**config.mk**
```make
export PLATFORM = sky130hd
export DESIGN_NAME = crc32_nibble
export DESIGN_NICKNAME = d
export VERILOG_FILES = /design/src/rtl/eth_pkg.sv /design/src/rtl/crc32_nibble.sv
export SDC_FILE = /design/constraint.sdc
export NUM_CORES = 1
export LEC_CHECK = 0
export ABC_CLOCK_PERIOD_IN_PS = 1700
export BUFFER_PORTS_ARGS = -buffer_cell sky130_fd_sc_hd__buf_2
export CORE_MARGIN = 1.5
export CORE_UTILIZATION = 41
export DETAILED_ROUTE_END_ITERATION = 10
export GPL_TIMING_DRIVEN = 0
export PLACE_DENSITY = 0.83
export SLEW_MARGIN = 20
export SYNTH_ARGS = -nofsm -noshare
export SYNTH_HDL_FRONTEND = slang
export SYNTH_SLANG_ARGS = --single-unit
export TNS_END_PERCENT = 50
```
**constraint.sdc**
```tcl
create_clock -name vclk -period 1.7
set_input_delay 0.255 -clock vclk [all_inputs]
set_output_delay 0.255 -clock vclk [all_outputs]
set_load 0.05 [all_outputs]
```
**src/rtl/eth_pkg.sv**
```systemverilog
// Shared Ethernet MII constants: receive FSM encodings, CRC-32 parameters and
// preamble/SFD nibbles used by both transmit and receive paths.
package eth_pkg;

    typedef enum logic [2:0] {
        StIdle     = 3'd0,
        StPreamble = 3'd1,
        StData     = 3'd2,
        StCheck    = 3'd3,
        StDrop     = 3'd4
    } rx_state_e;

    localparam logic [31:0] CrcPoly    = 32'hEDB8_8320;
    localparam logic [31:0] CrcInit    = 32'hFFFF_FFFF;
    // Register value left after a frame plus its own FCS has been run through the CRC.
    localparam logic [31:0] CrcResidue = 32'hDEBB_20E3;

    localparam logic [3:0] NibPreamble = 4'h5;
    localparam logic [3:0] NibSfd      = 4'hD;

    localparam int unsigned ETH_FRAME_SIZE = 1400;

endpackage

```
**src/rtl/crc32_nibble.sv**
```systemverilog
// Combinational reflected CRC-32 step over one nibble, LSB first.
module crc32_nibble
    import eth_pkg::*;
(
    input  logic [31:0] crc_i,
    input  logic [3:0]  nibble_i,
    output logic [31:0] crc_o
);

    logic [31:0] c;

    always_comb begin
        c = crc_i;
        for (int i = 0; i < 4; i++) begin
            if (c[0] ^ nibble_i[i]) begin
                c = (c >> 1) ^ CrcPoly;
            end else begin
                c = c >> 1;
            end
        end
        crc_o = c;
    end

endmodule

```
## After elaboration in Yosys (flattened, before gate mapping)

Index checks and enable logic that the tools add are counted.

- Input port bits: 36
- Register bits: 0
- Output and inout port bits: 32

- Bitwise operators: 8
- Muxes and demuxes: 4

Operator list:

| cell | count |
|---|---|
| $mux 32 | 4 |
| $not 13->14 | 4 |
| $xor 1x1->1 | 4 |

## Logic depth before layout (Yosys ltp)

- Word-level depth: 8
- Depth in mapped cells: 4
- Gate-level depth less buffers: 3

## Worst setup path after synthesis

No wires, ideal clock.

- Path type: input to output
- Start point: input crc_i[3]
- End point: output crc_o[30]
- Setup slack: -0.343 ns
- Stages on the path: 4
- Required time: 1.445 ns
- Data arrival time: 1.788 ns
- Cell sequence: buf_2 xnor2_4 inv_2 xnor2_1

- Longest elaborated chain between the ends: 5

Ends and longest elaborated chain:

| what | line | RTL |
|---|---|---|
| start: declaration | crc32_nibble.sv:5 | `input logic [31:0] crc_i,` |
| $mux 32 (3 in series) | crc32_nibble.sv:15 | `if (c[0] ^ nibble_i[i]) begin` |
| $xor 1x1->1 | crc32_nibble.sv:15 |  |
| $mux 32 | crc32_nibble.sv:15 |  |
| end: declaration | crc32_nibble.sv:7 | `output logic [31:0] crc_o` |

No other way between the ends.

## Final worst setup path

- Start point: input crc_i[3]
- End point: output crc_o[8]

Same word-level chain as after synthesis.

==> results.md <==
- Transition time at the pin with the least slew margin: 0.2989 ns
- Multiplexer share of the synthesized area: 0%
- Total number of yosys warnings: 0
- Routed Antenna Nets: 0
- Post-Synth Adder-Cell Area: 0%
- Violation count after the first detailed-route iteration: 1
- Kind of launch point of the worst setup path: primary input
- DR DRC count: 0
- Final cell utilization of the core: 66.41%
- Initial cell density of the core: 43.03%
- Path class of the lowest-slack min-delay path: primary input to output port
- Initial antenna violation count: 0
- Floorplan die width: 47.92 um
- GRT Residual Overflow: 0
- Reg area: 0 um^2
- Maximum number of pins on one net before global-route repair: 11
- Synth unique cells: 9
- Synth Area in Compound Gates: 0%
- Share of the clock period used by the worst path: 97.56%
- Final critical-path required period: 1.658 ns
- Max frequency: 0.6030 GHz
- Total Neg Setup Slack: 0 ns
- Classification of the worst setup path: primary input to output port
- Syn Std Cell Area: 827.0 um^2
- Number of global-route vias before repair: 563
- Highest metal layer used by the detailed router: met3
- Final layout net count: 154
- Final Hold Violating Endpoints: 0
- Final setup vio count: 0
- Syn Area/Cell: 16.54 um^2
- Share of synthesized area occupied by flip-flops and latches: 0%
- Main combinational cell family by area after synthesis: XOR/XNOR gates
- Routed WL per cell: 10.80 um
- Post-Synth Simple-Gate Area: 0%
- Standard-cell rows: 16
- Routed via count divided by cell count: 4.266
- Via count of the routed design: 610
- Detailed route wirelength on metal3: 114 um
- Worst-case vdd ir drop: 710.1 uV
- Final-layout clock buffer total: 0
- Post-Syn Instances: 50
- Diodes inserted: 0
- Xor/xnor cell area share of the yosys netlist: 93.19%
- Total met2 wirelength after detailed routing: 916 um
- Share of layout cells above drive strength 1: 72.41%
- Area growth from synthesis to layout: 54.31%
- Weighted congestion reported at the end of routability-driven placement: 0.6441
- Core area: 0.001922 mm^2
- Post-Synthesis Net Count: 86
- Count of pins on the block boundary: 68
- Endpoint kind of the worst setup timing path: output port
- Floorplan die area: 0.002296 mm^2
- Global-route total usage across every layer: 13.35%
- Run status: completed
- Max_slew headroom: 80.04%
- Multi-input combinational cell area: 832.0 um^2
- Fillcell total: 167
- Max Slew Vio Count: 0
- Count of port buffers added during placement: 61
- Wl on met1: 514 um
- Worst EP required: 1.44 ns
- Critical Path Fanout Max: 7
- Chip height: 47.92 um
- Total wire length: 1545 um
- Pwr Density: 992.3 mW/mm^2
- Setup repair after global routing missed its margin: no
- Count of sequential standard cells: 0
- Number of maximum-capacitance violations: 0
- Wire length of the first global-routing pass: 2214 um
- Standby leakage power: 0.0007810 uW
- First-pass detailed-route iteration total: 2
- Total power: 1266 uW
- Arrival time at the worst endpoint: 1.40 ns
==> metrics by stage <==
| step | setup slack (ns) | cells | area, um^2 | hold WS, ns |
|---|---|---|---|---|
| floorplan | -0.03439 | 50 | 843.3 | 0.6771 |
| global placement | -0.08374 | 138 | 1182 | 0.8125 |
| detailed placement | -0.1323 | 138 | 1182 | 0.8126 |
| CTS | 0.002609 | 139 | 1230 | 0.8126 |
| global route | 0.0001227 | 143 | 1276 | 0.8163 |
| finish | 0.04153 | 143 | 1276 | 0.8121 |
==> cells by family after synthesis <==
| family | count (synthesis) |
|---|---|
| xor gates and xnor gates | 41 |
| buffers and inverters | 9 |
==> layer usage <==
layer	GRT usage [%]	up-vias
met5	0	-
met4	0	0
met3	0.3774	0
met2	31.47	32
met1	12.50	278
li1	-	300
==> final timing paths <==
kind / start / endpoint / slack, ns / cells past startpoint
worst max-delay path: crc_i[3] / crc_o[8] / 0.04 / 5
worst min-delay path: crc_i[5] / crc_o[1] / 0.81 / 2
==> power breakdown <==
| group | switching (uW) | internal, uW |
|---|---|---|
| clock | 0 | 0 |
| combinational | 822 | 444 |
| sequential | 0 | 0 |
| total | 822 | 444 |
==> critical path, stage by stage <==
cell and delay, ns:
sky130_fd_sc_hd__buf_2 0.16, sky130_fd_sc_hd__xnor2_4 0.30, sky130_fd_sc_hd__inv_2 0.11, sky130_fd_sc_hd__xnor3_2 0.35, sky130_fd_sc_hd__buf_2 0.22
==> cell usage in the layout, fill, tap and decap left out <==
| master | netlist | final |
|---|---|---|
| sky130_fd_sc_hd__buf_2 | 3 | 61 |
| sky130_fd_sc_hd__xnor3_1 | 25 | 24 |
| sky130_fd_sc_hd__buf_4 | 5 | 10 |
| sky130_fd_sc_hd__xnor2_1 | 10 | 8 |
| sky130_fd_sc_hd__xnor2_4 | 1 | 4 |
| sky130_fd_sc_hd__clkbuf_4 | 0 | 2 |
| sky130_fd_sc_hd__xor2_4 | 1 | 2 |
| sky130_fd_sc_hd__xnor2_2 | 3 | 2 |
| sky130_fd_sc_hd__buf_6 | 0 | 1 |
| sky130_fd_sc_hd__inv_2 | 1 | 1 |
| sky130_fd_sc_hd__xnor3_2 | 0 | 1 |
==> synth_stat cells <==
cell,instances,share of area [%]
sky130_fd_sc_hd__buf_4,5,4.5
sky130_fd_sc_hd__buf_2,3,1.8
sky130_fd_sc_hd__inv_2,1,0.45
sky130_fd_sc_hd__xor2_4,1,3.3
sky130_fd_sc_hd__xnor2_1,10,11
sky130_fd_sc_hd__xnor2_4,1,3.3
sky130_fd_sc_hd__xnor2_2,3,5.9
sky130_fd_sc_hd__xnor3_1,25,68
sky130_fd_sc_hd__xor2_2,1,2.0
==> area by class of cell <==
| class | count | area share (%) |
|---|---|---|
| Inverter | 1 | 0.2941 |
| Timing Repair Buffer | 66 | 27.06 |
| Tap cell | 27 | 2.647 |
| Buffer | 8 | 4.804 |
| Multi-Input combinational cell | 41 | 65.20 |
==> timing repair <==
item,CTS,global route
resized for setup,5,3
setup buffers,1,4
endpoints found under the setup margin,15,5
pin swaps,1,2
hold buffers,0,0
hold endpoints to repair,0,0
Note: power is estimated with default switching activity, not from simulation.
